[src/rtl/aes_pkg.sv]
`default_nettype none
// ============================================================================
//  aes_pkg
//  Shared Rijndael types and the ShiftRows row-offset helper.
//  Revision: 1.0
// ============================================================================
package aes_pkg;

  localparam int AES_NB_MAX = 8;

  typedef logic [7:0] byte_t;

  // Rijndael row rotation amount C_r; the 256-bit block uses a wider spread.
  function automatic int shift_off(input int nb, input int row);
    if (nb == 8 && row >= 2) return row + 1;
    return row;
  endfunction

endpackage
`default_nettype wire

[src/rtl/aes_shift_stage.sv]
`default_nettype none
// ============================================================================
//  aes_shift_stage
//  One valid/ready register slice with a data-width parameter.
//  Revision: 1.0
// ============================================================================
module aes_shift_stage #(
  parameter int W = 8
) (
  input  logic         clk,
  input  logic         rst_n,
  input  logic         in_valid,
  output logic         in_ready,
  input  logic [W-1:0] in_data,
  output logic         out_valid,
  input  logic         out_ready,
  output logic [W-1:0] out_data
);

  logic         r_valid;
  logic [W-1:0] r_data;

  assign in_ready = !r_valid || out_ready;

  // Data only loads with a real beat, so a bubble never clobbers held data.
  always_ff @(posedge clk or negedge rst_n) begin
    if (!rst_n) begin
      r_valid <= 1'b0;
      r_data  <= '0;
    end else if (in_ready) begin
      r_valid <= in_valid;
      if (in_valid) r_data <= in_data;
    end
  end

  assign out_valid = r_valid;
  assign out_data  = r_data;

endmodule
`default_nettype wire

[src/rtl/aes_shift_pipe.sv]
`default_nettype none
// ============================================================================
//  aes_shift_pipe
//  Pipelined ShiftRows / InvShiftRows with per-beat direction and tag sideband.
//  Revision: 1.0
// ============================================================================
module aes_shift_pipe
  import aes_pkg::*;
#(
  parameter int NB     = 4,
  parameter int STAGES = 1,
  parameter int TAG_W  = 4
) (
  input  logic                clk,
  input  logic                rst_n,
  input  logic                in_valid,
  output logic                in_ready,
  input  logic                in_inv,
  input  logic [TAG_W-1:0]    in_tag,
  input  byte_t [4*NB-1:0]    in_state,
  output logic                out_valid,
  input  logic                out_ready,
  output logic [TAG_W-1:0]    out_tag,
  output byte_t [4*NB-1:0]    out_state
);

  localparam int c_nbytes = 4 * NB;
  localparam int c_data_w = TAG_W + 8 * c_nbytes;

  generate
    if ((NB != 4 && NB != 6 && NB != 8) || NB > AES_NB_MAX) begin : g_bad_nb
      $error("aes_shift_pipe: NB must be 4, 6 or 8");
    end
    if (STAGES < 1 || STAGES > 4) begin : g_bad_stages
      $error("aes_shift_pipe: STAGES must be 1..4");
    end
  endgenerate

  // Reset asserts asynchronously but releases on a clock edge.
  logic [1:0] r_rst_sync;
  logic       w_rst_n;

  always_ff @(posedge clk or negedge rst_n) begin
    if (!rst_n) r_rst_sync <= 2'b00;
    else        r_rst_sync <= {r_rst_sync[0], 1'b1};
  end

  assign w_rst_n = r_rst_sync[1];

  byte_t [c_nbytes-1:0] w_perm;

  generate
    for (genvar c = 0; c < NB; c++) begin : g_col
      for (genvar r = 0; r < 4; r++) begin : g_row
        localparam int c_src_f = (c + shift_off(NB, r)) % NB;
        localparam int c_src_i = (c - shift_off(NB, r) + NB) % NB;
        assign w_perm[r + 4*c] = in_inv ? in_state[r + 4*c_src_i]
                                        : in_state[r + 4*c_src_f];
      end
    end
  endgenerate

  logic                w_valid [STAGES+1];
  logic                w_ready [STAGES+1];
  logic [c_data_w-1:0] w_data  [STAGES+1];

  assign w_valid[0]      = in_valid;
  assign w_data[0]       = {in_tag, w_perm};
  assign w_ready[STAGES] = out_ready;

  generate
    for (genvar k = 0; k < STAGES; k++) begin : g_stage
      aes_shift_stage #(
        .W(c_data_w)
      ) u_stage (
        .clk      (clk),
        .rst_n    (w_rst_n),
        .in_valid (w_valid[k]),
        .in_ready (w_ready[k]),
        .in_data  (w_data[k]),
        .out_valid(w_valid[k+1]),
        .out_ready(w_ready[k+1]),
        .out_data (w_data[k+1])
      );
    end
  endgenerate

  // Hold off upstream until the internal reset has released.
  assign in_ready             = w_ready[0] && w_rst_n;
  assign out_valid            = w_valid[STAGES];
  assign {out_tag, out_state} = w_data[STAGES];

endmodule
`default_nettype wire

[config.mk]
export PLATFORM = sky130hd
export DESIGN_NAME = aes_shift_pipe
export DESIGN_NICKNAME = d
export VERILOG_FILES = /design/src/rtl/aes_pkg.sv /design/src/rtl/aes_shift_stage.sv /design/src/rtl/aes_shift_pipe.sv
export SDC_FILE = /design/constraint.sdc
export NUM_CORES = 1
export LEC_CHECK = 0
export CORE_MARGIN = 3
export CORE_UTILIZATION = 45
export DETAILED_ROUTE_END_ITERATION = 12
export PLACE_DENSITY = 0.95
export SLEW_MARGIN = 0
export SYNTH_ARGS = -nofsm -noshare
export SYNTH_HDL_FRONTEND = slang
export SYNTH_SLANG_ARGS = --single-unit
[constraint.sdc]
create_clock -name clk -period 11.3 [get_ports clk]
set_input_delay 1.695 -clock clk [delete_from_list [all_inputs] [get_ports clk]]
set_output_delay 1.695 -clock clk [all_outputs]
set_load 0.03 [all_outputs]
# ---- Word-level counts from Yosys, hierarchy flattened
# Index checks and enable logic that the tools add are counted.
dict set report op_classes {
  mux 8
  reduce_logical 4
}
# op n
set ops {}
lappend ops {{2-to-1 mux 8 bit} 8}
lappend ops {{AND reduction 2 bit} 1}
lappend ops {{logical AND 1 bit} 1}
lappend ops {{logical NOT 1 bit} 1}
lappend ops {{logical OR 1 bit} 1}
dict set report word_totals {
  ff_bits 135
  out_inout_bits 134
  word_cells 15
}

# ---- Depth between registers and ports, before layout
dict set report depth {
  depth_word 3
  ltp_mapped 6
  depth_no_buf 3
}

# ---- Cells and area by module
# From an unflattened synthesis, not the netlist that was laid out.
dict set report unflattened {
  hier_cells 357
  area_unflattened_um2 6404.9
}
# module instances cells_each area_per_inst_um2
set by_module_without_submodules {}
lappend by_module_without_submodules {aes_shift_stage 1 282 5267.6}
lappend by_module_without_submodules {aes_shift_pipe 1 75 1137.3}

# ---- Least setup slack after synthesis
# Ideal clock, no wire load.
dict set report synth_path {
  path_type {register to output}
  start {register r_rst_sync[1]}
  end {output in_ready}
  arrival_ns 3.762
  t_required_ns 9.605
  path_slack_ns 5.843
  stages_incl_launch_ff 2
  path_buffers 0
  path_cell_list {dfrtp_1 and2_1}
}
dict set report synth_between {
  elab_chain_len 1
}
# element line_no
set synth_rtl {}
lappend synth_rtl {{from (decl)} aes_shift_pipe.sv:40} ;# logic [1:0] r_rst_sync;
lappend synth_rtl {{from (signal assigned)} aes_shift_pipe.sv:45} ;# else r_rst_sync <= {r_rst_sync[0], 1'b1};
lappend synth_rtl {{logical AND 1 bit} aes_shift_pipe.sv:89} ;# assign in_ready = w_ready[0] && w_rst_n;
lappend synth_rtl {{to (decl)} aes_shift_pipe.sv:17} ;# output logic in_ready,
# Every way passes these cells.

# ---- Worst setup path in the final report
dict set report layout_path {
  start {input out_ready}
  end {output in_ready}
}
dict set report layout_between {
  elab_chain_len 2
}
# element line_no
set layout_rtl {}
lappend layout_rtl {{from (decl)} aes_shift_pipe.sv:22} ;# input logic out_ready,
lappend layout_rtl {{logical OR 1 bit} aes_shift_stage.sv:23} ;# assign in_ready = !r_valid || out_ready;
lappend layout_rtl {{logical AND 1 bit} aes_shift_pipe.sv:89}
# Every way passes these cells.

==> metrics.txt <==
critical path fanouts, max=3; outcome=finished, final reports clean; post-layout power=0.00163 W; Port Buffer Count=270; kind of launch point of the worst setup path=input port; proportion of power drawn by the clock network=0.329; met2 Track Usage GR=0.474; CTS tree=yes; core region area=~0.012 mm²; slew at the pin closest to its max-slew limit=between 1 and 1.5 ns; Sink Count=between 100 and 150; post-layout min period=4.85 ns; number of maximum-capacitance violations=0; synthesized net count=slightly below 600; layer carrying the most global-route usage=met2; clock network latency to the later pin of the worst-skew pair=roughly 0.42 ns; Avg WL per Cell=about 23 µm; cell class contributing the biggest share of worst-path delay=buffers and inverters; hold violation count in the final report=0; share of Yosys cell area claimed by the top area cell type=0.581; cells along the critical path=clkdlybuf4s50_1 -> nand2b_4 -> and2_1 -> clkdlybuf4s50_1; internal power of the cells=0.00111 W; number of nets at the end of the flow=between 800 and 900; router iterations before antenna repair=5; clock transition at the registers of the reported paths=roughly 0.06 ns; fin area=0.00912 mm²; Syn Inst Count=about 440; number of antenna violations at the first check in global routing=1; Area growth, synth to finish=56.7%; top area cells in the synthesized netlist=sky130_fd_sc_hd__dfrtp_1 58%, sky130_fd_sc_hd__mux2i_1 11%, sky130_fd_sc_hd__mux2_2 9.3%; M1 GR Usage=0.301; CTS H-tree depth=4; proportion of power drawn by flip-flops and latches=0.370; RSZ-0062 raised after global routing=false; Ys Warns=0; crit end category=output port; R2R depth=4; number of violations reported at the end of detailed-routing iteration 0=approximately 330; overflow left after global routing=0; post-DR vias/cell=between 5 and 6; delay contributed by the slowest stage of the critical path=~0.73 ns; cell area after synthesis=around 0.0058 mm²; top-level I/O count=271; post-route fraction of the period consumed by the critical path=0.429; worst hold-check path type=flop to asynchronous set/reset pin; launching point of the worst reg2reg path=g_stage[0].u_stage.out_valid; reg-to-reg setup timing slack=approximately 9.3 ns; reg-to-reg critical path endpoint=g_stage[0].u_stage.out_data[127]; worst max-slew margin expressed relative to the limit=0.182; number of global-route vias before repair=around 5,000; Chip Width=around 120 µm; initial core utilization=0.473; number of clock buffers inserted by TritonCTS=17; Cell Area, Placed=roughly 0.0085 mm²; most common library cell in the layout ignoring fill and taps=sky130_fd_sc_hd__clkdlybuf4s50_1; total DRC errors in the routed layout=0; cell accounting for the most synthesized area=sky130_fd_sc_hd__dfrtp_1; pwr dens=179 mW/mm²; DPL Wire Length=~13,000 µm; # rows=40; sequential area share after synthesis=0.581; net switching component of the power=around 0.00053 W; synthesis-stage register bit count=135; upper clock frequency limit=~210 MHz; count of hold buffers inserted by post-cts repair=0; final max-slew violation count=0; switch share=0.322; post-detailed-route count of antenna-violating nets=0; number of cells upsized or downsized after cts=0; GRT Overall Usage=0.280; first-pass GRT wire length=between 30,000 and 40,000 µm; worst clock skew=0.00653 ns; CTS Root Cell=sky130_fd_sc_hd__clkbuf_16; final estimated routing congestion in global placement=between 0.7 and 0.8; Max Root-Sink Buffers=2; number of vias in the routed layout=roughly 4,800; Data required, critical path=9.61 ns; post-route core utilization=0.741; die outline area=~0.014 mm²; maximum resistive drop on vdd=0.120 mV; leakage dissipation=3.84 nW; Setup Total Neg Slack=0 ns; antenna cells=0; final setup slack of the worst path=between 6 and 7 ns; top library cells by usage in the layout, fill and taps aside=268 x sky130_fd_sc_hd__clkdlybuf4s50_1, 134 x sky130_fd_sc_hd__dfrtp_1, 64 x sky130_fd_sc_hd__mux2i_1, 64 x sky130_fd_sc_hd__a21oi_1, 64 x sky130_fd_sc_hd__a31oi_1; number of buffers added for setup after CTS=0; Critical-path top delay cell=sky130_fd_sc_hd__clkdlybuf4s50_1; Die Ht=about 120 µm; met3 capacity usage during global routing=0.119; fraction of final layout cells with drive strength greater than 1=0.149; synthesized area divided by synthesized cell count=13.1 µm²; Arr. time, crit path=between 3 and 4 ns; worst slack at placement=roughly 6.5 ns; count of buffer and inverter cells on the critical path=2; fraction of power consumed by combinational cells=0.301; critical setup path kind=input port to output port; count of distinct cell types in the synthesized netlist=14; final number of setup-violating endpoints=0; Total Routed Length=19,700 µm; most common cell type on the critical path=sky130_fd_sc_hd__clkdlybuf4s50_1; maximum number of pins on one net before global-route repair=131
==> synthesized netlist by cell type, drive strengths merged <==
library cell / n
mux2i: 64
a21oi: 64
clkbuf: 18
nand2b: 2
a31oi: 64
nand2: 1
buf: 25
conb: 1
and2: 1
dfrtp: 135
mux2: 68
==> metal layers <==
metal / part of all wire / routed length, µm / up-vias
met5: 0.00066 / 13 / -
met4: 0.048 / 956 / 2
met3: 0.091 / 1790 / 55
met2: 0.51 / 10000 / 241
met1: 0.35 / 6950 / 2361
li1: - / - / 2140
==> through the flow <==
step	instances	hold WS (ns)
floorplan	443	0.331
global placement	840	0.340
detailed placement	840	0.353
CTS	871	0.387
global route	871	0.397
finish	871	0.359
==> power groups by stage <==
stage | logic, W | clock network (W) | registers [W]
finish | 0.000492 | 0.000538 | 0.000604
global route | 0.000514 | 0.000568 | 0.000612
CTS | 0.000495 | 0.000545 | 0.000604
detailed placement | 0.000488 | 0 | 0.000607
global placement | 0.000475 | 0 | 0.000601
floorplan | 0.000114 | 0 | 0.000745
==> worst register-to-register path, cell delays in order (launching register included) <==
cell                       delay [ns]
sky130_fd_sc_hd__dfrtp_1         0.43
sky130_fd_sc_hd__nand2b_4        0.11
sky130_fd_sc_hd__buf_4           0.85
sky130_fd_sc_hd__a21oi_1         0.34
sky130_fd_sc_hd__a31oi_1         0.22
==> state kept, by name (all words and copies together) (netlist names) <==
| register | cells |
|---|---|
| g_stage.u_stage.out_data | 132 |
| g_stage.u_stage.out_valid | 1 |
| r_rst_sync | 2 |
==> kinds of logic (layout without fill, tap and decap cells) <==
logic type | after synthesis | after routing | synth area share
flip-flops | 135 | 135 | 0.581
AO/OA/AOI/OAI | 128 | 128 | 0.124
buffers and inverters | 43 | 303 | 0.0361
other | 1 | 1 | 0.000644
multiplexers | 132 | 132 | 0.255
AND/OR/NAND/NOR | 4 | 4 | 0.00430
==> worst max-delay path by stage <==
| stage | start | endpoint | slack (ns) | cells after the start |
|---|---|---|---|---|
| 2_1_floorplan | r_rst_sync[1] | in_ready | 5.84 | 1 |
| 3_3_place_gp | out_ready | in_ready | 6.44 | 4 |
| 3_5_place_dp | out_ready | in_ready | 6.45 | 4 |
| 4_1_cts | out_ready | in_ready | 6.44 | 4 |
| 5_1_grt | out_ready | in_ready | 6.39 | 4 |
| 6_report | out_ready | in_ready | 6.45 | 4 |
==> layout make-up <==
cell class                 instances  area [µm²]
clock buffer                      19         443
sequential                       135        3380
fill                             778        3190
multi-input combinational        265        2240
timing repair buffer             272        2710
tap                              168         210
clock inverter                    12         129
Power figures use the tool's default switching activity.
